===== config.mk =====
export PLATFORM = sky130hd
export DESIGN_NAME = xst_tx
export DESIGN_NICKNAME = d
export VERILOG_FILES = /design/src/rtl/xst_tx.sv
export SDC_FILE = /design/constraint.sdc
export NUM_CORES = 1
export LEC_CHECK = 0
export ABC_CLOCK_PERIOD_IN_PS = 2860
export BUFFER_PORTS_ARGS = -buffer_cell sky130_fd_sc_hd__buf_4
export CAP_MARGIN = 40
export CORE_MARGIN = 2
export CORE_UTILIZATION = 46
export DETAILED_ROUTE_END_ITERATION = 7
export PLACE_DENSITY = 0.76
export SYNTH_ARGS = -nofsm -noshare
export SYNTH_HDL_FRONTEND = slang
export SYNTH_SLANG_ARGS = --single-unit

===== constraint.sdc =====
create_clock -name clk_i -period 2.86 [get_ports clk_i]
set_input_delay 0.572 -clock clk_i [delete_from_list [all_inputs] [get_ports clk_i]]
set_output_delay 0.572 -clock clk_i [all_outputs]
set_load 0.005 [all_outputs]

===== src/rtl/xst_tx.sv =====
// Serial frame transmitter: shifts a loaded frame out LSB first, one bit every baud_i+1 cycles.
// Optional bit-centre clock on txc_o is built only when XST_TX_TXC_EN is defined.
module xst_tx (
    input  logic        clk_i,
    input  logic        reset_i,
    input  logic [5:0]  bits_i,
    input  logic [63:0] baud_i,
    input  logic [63:0] dat_i,
    input  logic        txreg_we_i,
    input  logic        txreg_oe_i,
    output logic [63:0] dat_o,
    output logic        txd_o,
    output logic        txc_o,
    output logic        idle_o,
    output logic        shift_to
);

    typedef enum logic {
        ST_IDLE = 1'b0,
        ST_SEND = 1'b1
    } state_t;

    state_t      w_state;
    logic [63:0] r_shift_reg;
    logic [5:0]  r_bits_left;
    logic [63:0] r_baud_ctr;
    logic        r_txd;
    logic [63:0] w_shift_nxt;
    logic [5:0]  w_bits_nxt;
    logic [63:0] w_baud_nxt;
    logic        w_shift;

    // The state is implied by the remaining bit count rather than stored separately.
    assign w_state  = (r_bits_left == 6'd0) ? ST_IDLE : ST_SEND;
    assign w_shift  = (w_state == ST_SEND) && (r_baud_ctr == 64'd0);
    assign idle_o   = (w_state == ST_IDLE);
    assign shift_to = w_shift;
    assign dat_o    = txreg_oe_i ? r_shift_reg : 64'd0;
    assign txd_o    = r_txd;

    // Next-state: load in idle, count down the bit period in send, shift at period end.
    always_comb begin
        w_shift_nxt = r_shift_reg;
        w_bits_nxt  = r_bits_left;
        w_baud_nxt  = r_baud_ctr;
        case (w_state)
            ST_IDLE: begin
                if (txreg_we_i && (bits_i != 6'd0)) begin
                    w_shift_nxt = dat_i;
                    w_bits_nxt  = bits_i;
                    w_baud_nxt  = baud_i;
                end else begin
                    w_baud_nxt  = baud_i;
                end
            end
            ST_SEND: begin
                if (w_shift) begin
                    w_shift_nxt = {1'b1, r_shift_reg[63:1]};
                    w_bits_nxt  = r_bits_left - 6'd1;
                    w_baud_nxt  = baud_i;
                end else begin
                    w_baud_nxt  = r_baud_ctr - 64'd1;
                end
            end
            default: begin
                w_bits_nxt = 6'd0;
                w_baud_nxt = baud_i;
            end
        endcase
    end

    // State register; txd_o is taken from the next state so the first bit shows right after load.
    always_ff @(posedge clk_i) begin
        if (reset_i) begin
            r_shift_reg <= {64{1'b1}};
            r_bits_left <= 6'd0;
            r_baud_ctr  <= baud_i;
            r_txd       <= 1'b1;
        end else begin
            r_shift_reg <= w_shift_nxt;
            r_bits_left <= w_bits_nxt;
            r_baud_ctr  <= w_baud_nxt;
            r_txd       <= (w_bits_nxt != 6'd0) ? w_shift_nxt[0] : 1'b1;
        end
    end

`ifdef XST_TX_TXC_EN
    logic r_txc;

    // Low during the first half of each bit, rising at the bit midpoint.
    always_ff @(posedge clk_i) begin
        if (reset_i) begin
            r_txc <= 1'b1;
        end else begin
            r_txc <= ~((w_bits_nxt != 6'd0) && (w_baud_nxt > {1'b0, baud_i[63:1]}));
        end
    end

    assign txc_o = r_txc;
`else
    assign txc_o = 1'b1;
`endif

endmodule


## After elaboration in Yosys (flattened, before gate mapping)

Index checks and enable logic that the tools add are counted.

- Register bits after elaboration: 135
- Bits of input ports: 138
- Logic and storage cells: 29

- Add/subtract/negate cells: 2
- Equal/unequal tests: 2
- Multiplexer cells: 11
- Bitwise logic cells: 1
- Reductions and logical operators: 8

Operators by type and width:

| cell | number |
|---|---|
| $mux W64 | 5 |
| $pmux W64 S2 | 2 |
| $logic_not A64 Y1 | 1 |
| $sub A64 B1 Y64 const B | 1 |
| $mux W6 | 2 |
| $pmux W6 S2 | 1 |
| $reduce_bool A6 Y1 | 2 |
| $logic_not A6 Y1 | 1 |
| $sub A6 B1 Y6 const B | 1 |
| $logic_and A1 B1 Y1 | 2 |
| $ne A2 B1 Y1 const B | 1 |
| $ne A2 B2 Y1 const B | 1 |
| $reduce_and A2 Y1 | 1 |
| $reduce_or A2 Y1 | 1 |
| $mux W1 | 1 |
| $not A1 Y1 | 1 |

## Longest topological paths before layout

Gate-level depths: netlist (run 1).

- Depth after elaboration: 8
- Depth in mapped cells: 12

## Worst setup path after synthesis (run 1)

No wires, ideal clock.

- Kind: flip-flop to flip-flop
- Start: register r_baud_ctr[55]
- End: register r_txd (netlist: txd_o)
- Setup time: 116 ps
- Arrival: 2801 ps
- Setup slack: -56 ps
- Stages on the path, launching flop included: 9
- Buffers on the path: 1
- Cells stage by stage: dfxtp_1 -> or4_4 -> or4_4 -> or4_1 -> buf_2 -> o31a_1 -> a221o_1 -> a21boi_1 -> a31o_1

- Word-level cells in the longest chain between the ends: 7

RTL lines:

| item | RTL line | RTL |
|---|---|---|
| from (decl) | 26 | `logic [63:0] r_baud_ctr;` |
| from (signal assigned) | 77 | `r_baud_ctr <= baud_i;` |
| from (signal assigned) | 82 | `r_baud_ctr <= w_baud_nxt;` |
| $logic_not A64 Y1 * | 35 | `assign w_shift = (w_state == ST_SEND) && (r_baud_ctr == 64'd0);` |
| $logic_and A1 B1 Y1 * | 35 |  |
| $mux W6 | 57 | `if (w_shift) begin` |
| $pmux W6 S2 | 46 | `case (w_state)` |
| $reduce_bool A6 Y1 | 83 | `r_txd <= (w_bits_nxt != 6'd0) ? w_shift_nxt[0] : 1'b1;` |
| $not A1 Y1 (no source line) | -- |  |
| $reduce_or A2 Y1 (no source line) | -- |  |
| to (signal assigned) | 83 |  |
| to (decl) | 27 | `logic r_txd;` |

Mark *: on every way between the ends. The rest lies on a longest branch, timed or not. The select of a mux whose other input is x is not followed.
A chain may end at the register's enable or synchronous reset.

## Worst setup path in the final report (run 1)

- Start: register r_baud_ctr[58]
- End: output port shift_to

- Word-level cells in the longest chain between the ends: 2

RTL lines:

| item | RTL line | RTL |
|---|---|---|
| $logic_not A64 Y1 | 35 |  |
| $logic_and A1 B1 Y1 | 35 |  |
| to (decl) | 15 | `output logic shift_to` |

No other way between the ends.

==> results.md, run 1 <==
- The number of global-route vias before repair was 6380.
- At the later pin of the worst-skew pair, clock insertion delay measures 430 ps.
- On the critical path, the stage with the largest delay is an instance of sky130_fd_sc_hd__or4_4.
- The post-synth design cell area is 6560 µm².
- In this run the number of H-tree levels came out at 4.
- The startpoint identified for the worst register-to-register timing path is r_baud_ctr[58].
- The endpoint of the worst hold-timing path is r_baud_ctr[35].
- Among the stages of the critical path, the cell type that occurs most often is sky130_fd_sc_hd__or4_4.
- The distinct cell type count of the synthesized netlist is 48.
- The worst slew slack as a fraction of its limit is 0.480.
- The clock slew at the register clock pins of the worst setup and hold paths is 60 ps.
- The number of endpoints with negative hold slack in the final report was 0.
- The source of the worst hold timing path is baud_i[35].
- The number of DRC violations after detailed routing is 0.
- The flow ran to the end, but the final reports show violations.
- The slew of the pin with the lowest slew margin is 780 ps.
- Among all flip-flop cells after synthesis, the most frequent one is sky130_fd_sc_hd__dfxtp_1.
- The arrival time of the worst setup path is roughly 2600 ps.
- Once routing completed, OpenROAD measured the worst setup slack at -278 ps.
- The maximum vdd ir drop is 0.484 mV.
- The synthesis-to-layout area growth is 50.2%.
- The commonest cells after synthesis are 205 x sky130_fd_sc_hd__nand2_1, 135 x sky130_fd_sc_hd__dfxtp_1, 69 x sky130_fd_sc_hd__nand3_1.
- In the finished design, the share of the clock period the worst path needs comes to 1.10.
- By instance count, the leading cell after synthesis is sky130_fd_sc_hd__nand2_1.
- The portion of synthesized area spent on multiplexers is 0.00477.
- The number of buffers added on ports is around 200.
- Counting the buffers created by CTS gives 17.
- The maximum buffer depth of the clock tree is 2.
- The setup skew after layout is 10.8 ps.
- Power spread over the standard cell area amounts to 766 nW/µm².
- The antenna violation net count after detailed routing is 0.
- The depth of the critical timing path with buffers and inverters included is 5.
- Entering global routing, the biggest net connects 71 pins.
- The starting utilization of the core area is 0.472.
- The tool flagged a number of max-cap violations equal to 0.
- The combinational family with the most area after synthesis is simple AND/OR/NAND/NOR gates.
- The setup total negative slack is -4500 ps.
- The async set or reset register ratio after synthesis is 0.
- The setup check on the worst reg-to-reg path leaves a slack of -250 ps.
- In this run the worst hold path is classified as in -> reg.
- The final wirelength is 20.8 mm.
- The largest stage delay on the critical path is 540 ps.
- The biggest area contributor in the post-synthesis netlist is sky130_fd_sc_hd__dfxtp_1.
- The number of antenna violations at the first check in global routing is 0.
- The critical register-to-register path endpoint is txd_o.
- The first-pass detailed-route iteration total is 7.
- At the end of routability-driven placement, the weighted congestion stood at about 0.84.
- For the worst flop-to-flop path, the logic depth is 8.
- Across every metal layer, demand over resource in global routing totals 0.242.
- The worst setup path is captured at an output port.
- The critical path is of the reg -> out type.
- The xor/xnor cell area share of the yosys netlist is 0.0748.
- The die span in y is 123 µm.
- The total overflow left after global routing is 0.
- Of the total synthesized cell area, the portion taken by full adders, half adders and majority gates is 0.00573.
- The required time at the endpoint of the critical path is around 2300 ps.
- The final reports fail on negative setup slack.
- Setup repair after global routing could not meet its margin everywhere.
- The design draws 7.55 mW.
- Summed over all nets, the half-perimeter wirelength after detailed placement is 12.9 mm.
- The die covers 15200 µm².
- Yosys printed 0 warnings.
- The sum of buffers and inverters on the critical path is 1.
- Derived from the worst setup path, the maximum achievable clock frequency is approximately 0.32 GHz.
- By area the synthesized netlist is led by sky130_fd_sc_hd__dfxtp_1 41%, sky130_fd_sc_hd__nand2_1 12%, sky130_fd_sc_hd__and2_1 6.2%.
- The net count after synthesis is 1006.
- The number of vias after detailed routing is 7067.
- After clock tree synthesis, the flow added hold-fix buffers numbering 0.
- Clock tree synthesis selected as its root buffer the cell sky130_fd_sc_hd__clkbuf_16.
- The detailed router finished its first iteration with 602 violations.
- Traced cell by cell, the critical path runs through or4_4 -> or4_4 -> or4_4 -> nor3_2 -> buf_4.
- A synthesized cell averages 7.58 µm².
- The average wire per standard cell is 16.0 µm.
- The total count of max-transition violations in the final report is 0.
- The detailed-route vias per instance is 5.42.
- The number of enable flip-flop cells after synthesis is 0.
- 0 antenna diodes ended up in the layout.
- In the final design database the tool counted 1251 nets.
- Setup violations remaining at the end of the flow were counted as slightly above 60.
- In the final layout, the share of cells above drive strength 1 is 0.318.
- Summing all placed instances gives a cell area of 8570 µm².
- Summed over all cells, the static leakage comes to ~4.3 nW.
- The horizontal die dimension is 123 µm.
- The post-route standard cell area excluding fillers is between 9000 and 10000 µm².
- Broken down by cell family, the worst path's largest delay share belongs to simple AND/OR/NAND/NOR gates.
- The startpoint type of the worst setup path is a register.
- The final critical-path required period is 3140 ps.
- The sequential area share after synthesis is 0.412.
- The standard-cell row count is 43.
- Counting flops and latches in the post-synthesis netlist gives ~140.
- The area fraction in compound gates after synthesis is 0.117.
- The number of top-level pins is 206.
- The number of cells on the worst hold path is 3.
- The number of fill cells in the layout is around 1100.
- Of the total synthesized cell area, the portion taken by AND, OR, NAND and NOR gates is 0.348.
- In the synthesized netlist, the number of instances is 865.
- The clock drives 135 sinks.
- The maximum fanout encountered on the critical timing path is 2.
- The region available for standard cell placement spans 13900 µm².
- TritonCTS built the clock tree.
- The first global-routing pass estimated approximately 29 mm of wire.
- Of the post-synthesis cell area, the dominant cell type holds 0.412.
==> per-stage QoR <==
| step | hold WS, ps | util | instances | worst slack (ps) |
|---|---|---|---|---|
| after floorplan | 439 | - | 865 | -25.1 |
| after global placement | 464 | 0.617 | 1243 | -52.0 |
| after detailed placement | 469 | 0.617 | 1244 | -83.3 |
| after CTS | 330 | 0.669 | 1283 | -279 |
| after global routing | 337 | 0.710 | 1303 | -347 |
| final | 341 | 0.710 | 1303 | -278 |
==> final cells by class <==
cell class              instances  area (µm²)  area share
multi-input cells             671        3760       0.382
well taps                     180         225      0.0229
repair buffers                281        2540       0.258
inverters                       4        15.0     0.00152
clock inverters                11         123      0.0124
clock buffers                  21         480      0.0488
flip-flops and latches        135        2700       0.275
==> cell families (layout without fill, tap and decap cells) <==
family,Yosys count,after routing
and+or+nand+nor,464,464
AOI/OAI and AO/OA,144,144
DFF,135,135
buffers and inverters,59,317
xor gates and xnor gates,56,56
adders and majority gates,3,3
muxes,3,3
other,1,1
==> placed cells by master, fill, tap and decap left out, drive strengths merged, types with 2 or more instances in the layout <==
master	netlist	routed
or4	9	9
and2	65	65
nor3	26	26
mux2i	2	2
clkbuf	40	34
nand3b	2	2
inv	4	4
nand2	205	205
buf	15	268
or3	10	10
nor2	30	30
a221o	2	2
xor2	16	16
a21oi	67	67
o31ai	2	2
or2	4	4
clkinv	0	5
clkinvlp	0	4
nand3	69	69
nor4	22	22
nor3b	2	2
nor2b	2	2
nand4	4	4
nor4b	2	2
o21ai	61	61
dfxtp	135	135
ha	3	3
bufinv	0	2
xnor2	40	40
a31oi	6	6
nand2b	6	6
==> timing repair <==
action                                  CTS  global route
resized for setup                        10            36
endpoints found under the setup margin   23           129
gates cloned                              1            15
buffers inserted                          6             5
pin swaps                                 2             7
==> worst reg2reg max path, delay by kind of cell (launching register included) <==
family                 cells  cell delay, ps
and+or+nand+nor            3            1510
buffers and inverters      1             160
DFF                        1             320
AOI/OAI and AO/OA          4            1010
==> metal layers <==
metal,GRT usage,share of wire
met4,0.0845,0.023
met2,0.407,0.49
met5,0,0
met1,0.301,0.42
met3,0.0618,0.060
==> where the power goes <==
group / internal (mW) / switching, mW
clock network: 1.37 / 0.845
registers: 2.39 / 0.452
logic: 1.32 / 1.16
total: 5.09 / 2.46
==> worst max path at each step <==
stage | slack, ps | to | startpoint
finish | -280 | shift_to | r_baud_ctr[58]
global route | -350 | shift_to | r_baud_ctr[58]
CTS | -280 | shift_to | r_baud_ctr[41]
detailed placement | -80 | txd_o | r_baud_ctr[58]
global placement | -50 | txd_o | r_baud_ctr[41]
floorplan | -30 | txd_o | r_baud_ctr[58]
Note: power is estimated with default switching activity, not from simulation.
==> run 2: changes to the inputs <==
ABC_CLOCK_PERIOD_IN_PS = 3250   (was 2860)
CORE_UTILIZATION = 51   (was 46)
PLACE_DENSITY = 0.8   (was 0.76)
RECOVER_POWER = 25   (was not set)
clock period = 3.25 ns   (was 2.86 ns; I/O delays follow)
==> results.md, run 2 (synthesis gave the netlist of run 1 again) <==
- The flow ran to the end, and the final reports show no timing, DRC or antenna violations.
- The cell repeated most along the worst path is sky130_fd_sc_hd__or4_4.
- The total power is 5.93 mW (-21%).
- The wire length of the first global-routing pass is 28.5 mm (-2.9%).
- The number of fill cells in the layout is 1036 (-6.8%).
- The met2 layer usage reported by global route is 0.420 (+0.0127).
- The number of global-route vias before repair was 6089 (-4.6%).
- The starting utilization of the core area is 0.522 (+0.0493).
- The final weighted congestion in routability-driven placement was 0.839 (-0.46%).
- The cell sitting at the root of the clock tree is a sky130_fd_sc_hd__clkbuf_16.
- The required time at the endpoint of the critical path is 2600 ps (+310 ps).
- From synthesis to final layout, the design area changed by 34.7%.
- The total count of max-transition violations in the final report is 0 (unchanged).
- The arrival time of the worst setup path is 2570 ps (about the same).
- Dividing the final minimum period by the clock period gives 0.992.
- The layout cell share with drive strength beyond 1 is 0.249 (-0.0691).
- The die area is 13800 µm² (-9.5%).
- The setup total negative slack was 0 ps (+4500 ps).
- The antenna diode count is 0 (unchanged).
- STA classifies the critical path endpoint as an output port.
- The number of endpoints with negative hold slack in the final report is 0 (unchanged).
- The final critical-path required period is 3220 ps.
- The type of the tightest min-delay check is in -> reg.
- The standard-cell row count is 41 (-4.7%).
- The count of H-tree levels built during CTS is 4 (unchanged).
- The total clock buffers created by CTS is 17 (unchanged).
- Broken down by cell family, the worst path's largest delay share belongs to simple AND/OR/NAND/NOR gates.
- The combined global-route utilization of all metal layers is 0.251 (+0.00837).
- Setup repair after global routing could not meet its margin everywhere.
- The maximum vdd ir drop came to 0.527 mV (+9.0%).
- The detailed-route vias per instance came to 5.27 (-2.8%).
- The register area was 2710 µm² (about the same).
- The power density normalized to cell area came to 671 nW/µm² (-12%).
- The total area of multi-input combinational cells is 3640 µm² (-3.1%).
- The placed wire-length estimate after detailed placement is 11.8 mm (-8.6%).
- The setup-violating endpoint count in the final report is 0 (-100%).
- The share of the core filled with cells is 0.703 (-0.00674).
- The worst setup path is launched from a register.
- The number of clock sinks is 135 (unchanged).
- The core box area is 12600 µm² (-9.5%).
- The number of DRC violations after detailed routing is 0 (unchanged).
- The critical setup path kind is reg -> out.
- The setup skew after layout is 7.76 ps (-2.99 ps).
- The pin count of the biggest net entering global routing came to 117 (+65%).
- In the layout the commonest cells are 205 x sky130_fd_sc_hd__nand2_1, 192 x sky130_fd_sc_hd__buf_4, 132 x sky130_fd_sc_hd__dfxtp_1, 69 x sky130_fd_sc_hd__nand3_1, 67 x sky130_fd_sc_hd__a21oi_1.
- The horizontal die dimension was 117 µm (-4.9%).
- The average wire per standard cell is 14.1 µm (-12%).
- The number of vias after detailed routing is 6518 (-7.8%).
- The first-iteration detailed-routing DRC count is 482 (-20%).
- The most common cell after layout, fill and taps aside is sky130_fd_sc_hd__nand2_1.
- The hold buffer count at cts is 0 (unchanged).
- The clock slew at the register clock pins of the worst setup and hold paths is 50 ps (about the same).
- The static power due to leakage is 3.78 nW (-13%).
- The overflow left after global routing is 0 (unchanged).
- The number of top-level pins is 206 (unchanged).
- The number of buffers added on ports was 204 (unchanged).
- The slack of the worst reg-to-reg path came to 110 ps (+360 ps).
- TritonCTS built the clock tree.
- The cell with the largest stage delay on the worst path is sky130_fd_sc_hd__or4_4.
- The worst slew slack as a fraction of its limit is 0.336 (-0.144).
- The final wirelength is 17.4 mm (-16%).
- The maximum fanout encountered on the critical timing path is 5 (+3).
- The met3 track utilization from global routing was 0.0657 (+0.00385).
- The met1 layer usage reported by global route is 0.309 (+0.00801).
- The antenna violation net count after detailed routing is 0 (unchanged).
- Static timing analysis puts the maximum clock frequency at 0.310 GHz.
- The slew of the pin with the lowest slew margin is 995 ps (+216 ps).
- The first-pass detailed-route iteration total came to 4 (-3).
- The largest stage delay on the critical path is 550 ps (about the same).
- The number of antenna violations at the first check in global routing is 0 (unchanged).
- The critical path goes through or4_4 -> or4_4 -> or4_4 -> nor3_4 -> buf_4.
- The die span in y is 117 µm (-4.9%).
- The count of nets after finishing came to 1194 (-4.6%).
- The max-cap violation count is 0 (unchanged).
- The maximum buffer depth of the clock tree is 2 (unchanged).
- met2 is the most crowded layer.
- The sum of buffers and inverters on the critical path is 1 (unchanged).
- The source-to-sink clock delay at the later pin of the worst-skew pair was 420 ps (about the same).
==> run 2: changes by cell type in the layout (fill, tap and decap cells not counted), moves of 13 or more <==
cell | before | now
sky130_fd_sc_hd__buf_4 | 248 | 192
sky130_fd_sc_hd__and2_1 | 64 | 41
sky130_fd_sc_hd__clkbuf_4 | 0 | 19
sky130_fd_sc_hd__clkbuf_1 | 0 | 14
sky130_fd_sc_hd__and2_0 | 0 | 23
sky130_fd_sc_hd__clkbuf_16 | 30 | 17
==> run 2: what timing repair did <==
item,CTS,global route
buffers inserted,3,0
cloned,0,0
pin swaps,4,4
setup endpoints to repair,2,2
gates resized for setup,7,2
==> run 2: worst min-delay path, cell delays in order <==
cell                      delay, ps
sky130_fd_sc_hd__buf_4           70
sky130_fd_sc_hd__nand2_1         30
sky130_fd_sc_hd__o21ai_0         50
==> run 2: worst paths after layout <==
check | start | end | cells past startpoint
worst max-delay path | r_baud_ctr[55] | shift_to | 5
worst max register to register | r_baud_ctr[55] | txd_o | 8
worst min register to register | r_shift_reg[49] | r_shift_reg[48] | 2
worst min-delay path | baud_i[52] | r_baud_ctr[52] | 3
==> run 2: through the flow <==
stage	instance area (µm²)	instances	hold slack [ps]	setup slack, ps
after floorplan	6560	865	439	334
after global placement	8260	1203	467	58.9
after detailed placement	8260	1203	467	2.69
after CTS	8860	1237	418	-56.8
after global routing	8830	1237	424	-40.7
final	8830	1237	431	26.1
==> run 2: power breakdown <==
group          internal [mW]  switching (mW)
clock                   1.13           0.659
sequential              2.11           0.393
combinational          0.808           0.832
total                   4.04            1.88
==> run 2: metal layers <==
layer	wire, µm	vias to the layer above
met5	0	-
met4	378	0
met3	900	34
met2	8460	184
met1	7690	2995
li1	-	3305
==> run 2: cell type report <==
cell class,count,area share
clock buffers,28,0.0574
multi-input cells,671,0.412
clock inverters,3,0.00453
well taps,172,0.0244
repair buffers,224,0.193
inverters,4,0.00170
flip-flops and latches,135,0.306
==> run 3: changes to the inputs <==
--- a/config.mk
+++ b/config.mk
@@ -14,4 +14,5 @@
 export PLACE_DENSITY = 0.8
 export RECOVER_POWER = 25
+export REMOVE_ABC_BUFFERS = 1
 export SYNTH_ARGS = -nofsm -noshare
 export SYNTH_HDL_FRONTEND = slang
==> constraint.sdc (replaced) <==
create_clock -name clk_i -period 3.25 [get_ports clk_i]
set_input_delay 0.325 -clock clk_i [delete_from_list [all_inputs] [get_ports clk_i]]
set_output_delay 0.325 -clock clk_i [all_outputs]
set_load 0.005 [all_outputs]
==> results.md, run 3 (synthesis gave the netlist of run 1 again) <==
- The run finished, with violations left.
- The checks that failed: max-capacitance violations, max-slew violations.
- The slew of the pin with the lowest slew margin is 2070 ps (+1070 ps).
- The number of endpoints with negative hold slack in the final report is 0 (unchanged).
- The number of top-level pins came to 206 (unchanged).
- The synthesis-to-layout area growth is 35.3%.
- The clock tree from TritonCTS is yes.
- The total area of multi-input combinational cells is 3630 µm² (-0.27%).
- The power density normalized to cell area was 681 nW/µm² (+1.6%).
- The count of nets after finishing is 1194 (unchanged).
- The top cell types in the final layout, fill and taps aside, are 210 x sky130_fd_sc_hd__buf_4, 205 x sky130_fd_sc_hd__nand2_1, 135 x sky130_fd_sc_hd__dfxtp_1, 69 x sky130_fd_sc_hd__nand3_1, 67 x sky130_fd_sc_hd__a21oi_1.
- The setup skew after layout is 5.54 ps (-2.22 ps).
- The final clock period utilization by the worst path is 0.955 (-0.0366).
- The largest individual stage delay along the critical path comes from the cell sky130_fd_sc_hd__or4_4.
- The most critical setup path has its startpoint at r_baud_ctr[38].
- The static power due to leakage is 3.81 nW (+0.63%).
- The number of cells traversed by the worst register-to-register path is 8 (unchanged).
- The total power came to 6.04 mW (+2.0%).
- The overflow left after global routing is 0 (unchanged).
- The largest stage delay on the critical path is 580 ps (+30 ps).
- The total count of max-transition violations in the final report is 65 (+65).
- The detailed-route vias per instance is 5.29 (+0.36%).
- The number of clock sinks was 135 (unchanged).
- The wire length of the first global-routing pass is 28.8 mm (+1.1%).
- The average wire per standard cell came to 14.1 µm (+0.45%).
- The register area came to 2700 µm² (-0.14%).
- The worst setup path is launched from a register.
- The horizontal die dimension came to 117 µm (unchanged).
- The number of antenna violations at the first check in global routing is 0 (unchanged).
- The type of the tightest min-delay check is in -> reg.
- The source of the worst hold timing path is baud_i[53].
- The maximum buffer depth of the clock tree is 2 (unchanged).
- The type of element capturing the critical path is an output port.
- The maximum frequency from static timing analysis is 0.322 GHz (+3.8%).
- The first-iteration detailed-routing DRC count was 588 (+22%).
- The source-to-sink clock delay at the later pin of the worst-skew pair was 420 ps (about the same).
- The setup total negative slack is 0 ps (unchanged).
- The antenna violation net count after detailed routing is 0 (unchanged).
- The combined global-route utilization of all metal layers is 0.253 (+0.00256).
- The first-pass detailed-route iteration total was 5 (+1).
- The maximum vdd ir drop is 0.372 mV (-29%).
- The max-cap violation count is 1 (+1).
- The core box area is 12600 µm² (unchanged).
- The number of global-route vias before repair is 6093 (+0.066%).
- The setup-violating endpoint count in the final report is 0 (unchanged).
- The final wirelength is 17.5 mm (+0.53%).
- Setup repair after global routing left no endpoint under its margin.
- The pin count of the biggest net entering global routing is 76 (-35%).
- The count of H-tree levels built during CTS came to 4 (unchanged).
- The die span in y is 117 µm (unchanged).
- The number of fill cells in the layout was 994 (-4.1%).
- The critical setup path kind is reg -> out.
- The antenna diode count is 0 (unchanged).
- The final weighted congestion in routability-driven placement came to 0.871 (+3.9%).
- The number of buffers added on ports came to 204 (unchanged).
- The worst slew slack as a fraction of its limit was -0.378 (-0.714).
- The arrival time of the worst setup path was 2780 ps (+210 ps).
- The maximum fanout encountered on the critical timing path is 5 (unchanged).
- The placed instance area came to 8290 µm² (+0.27%).
- The die area is 13800 µm² (unchanged).
- The clock tree root buffer cell is sky130_fd_sc_hd__clkbuf_16.
- The final critical-path required period is 3110 ps (-119 ps).
- The layout cell share with drive strength beyond 1 is 0.254 (+0.00540).
- The number of cells on the worst hold path is 3 (unchanged).
- The clock slew at the register clock pins of the worst setup and hold paths came to 50 ps (about the same).
- The placed wire-length estimate after detailed placement came to 12.4 mm (+5.1%).
- The number of vias after detailed routing was 6547 (+0.44%).
- The most common cell after layout, fill and taps aside is sky130_fd_sc_hd__buf_4.
- The required time at the endpoint of the critical path is 2920 ps (+320 ps).
- The starting utilization of the core area is 0.522 (unchanged).
- The signal on the critical path passes through or4_4 -> or4bb_4 -> or4_4 -> buf_4 -> nor3_2 -> buf_4.
- In this run the critical register-to-register path is launched from r_baud_ctr[38].
- The number of DRC violations after detailed routing came to 0 (unchanged).
- The post-route standard cell area excluding fillers is 8870 µm² (+0.40%).
- The standard-cell row count is 41 (unchanged).
- The total clock buffers created by CTS was 17 (unchanged).
[run 3: cell types whose count changed in the layout (fill, tap and decap cells not counted), moves of 3 or more]
cell	change
sky130_fd_sc_hd__clkinv_2	+4
sky130_fd_sc_hd__clkbuf_4	-13
sky130_fd_sc_hd__dfxtp_2	-3
sky130_fd_sc_hd__and2_1	-17
sky130_fd_sc_hd__and2_0	+17
sky130_fd_sc_hd__buf_4	+18
sky130_fd_sc_hd__dfxtp_1	+3
sky130_fd_sc_hd__clkbuf_1	-8
[run 3: critical path, delay by kind of cell, from the launching register on]
| kind | cells | cell delay (ps) |
|---|---|---|
| simple gates | 4 | 1710 |
| flops | 1 | 340 |
| buf+inv | 2 | 320 |
[run 3: cell type report]
class | count | area share
Multi-Input combinational cell | 671 | 0.410
Sequential cell | 135 | 0.305
Timing Repair Buffer | 224 | 0.194
Clock buffer | 23 | 0.0550
Tap cell | 172 | 0.0243
Clock inverter | 9 | 0.0110
Inverter | 4 | 0.00169
[run 3: repair_timing]
item / 4_1_cts / 5_1_grt
hold buffers: 0 / 0
endpoints found under the setup margin: 0 / 2
resized for setup: 0 / 3
setup buffers: 0 / 0
hold endpoints to repair: 0 / 0
[run 3: report_power, final]
group	internal, mW	switching (mW)	leakage, nW
Clock	1.20	0.694	0.292
Sequential	2.11	0.398	1.13
Combinational	0.817	0.828	2.39
Total	4.12	1.92	3.81
[run 3: layer usage]
metal  share of wire  track usage  wire, µm  vias to the layer above
li1                -            -         -                     3327
met5               0            0         0                        -
met2            0.47        0.413      8270                      241
met4           0.024        0.107       427                        0
met1            0.43        0.311      7520                     2946
met3           0.074       0.0773      1300                       33
[run 3: path summary, 6_finish.rpt]
path | endpoint | slack (ps)
setup / recovery | shift_to | 140
hold / removal | r_baud_ctr[53] | 100
setup reg to reg | r_shift_reg[6] | 180
hold reg to reg | r_baud_ctr[0] | 470
[run 3: metrics by stage]
stage / worst slack [ps] / std cells / hold slack, ps / utilization
after floorplan: -922 / 810 / 394 / -
after CTS: 15.0 / 1238 / 82.5 / 0.706
after global routing: 47.0 / 1238 / 84.2 / 0.706
after detailed placement: 159 / 1206 / 470 / 0.659
final: 145 / 1238 / 97.5 / 0.706
after global placement: 204 / 1206 / 465 / 0.659
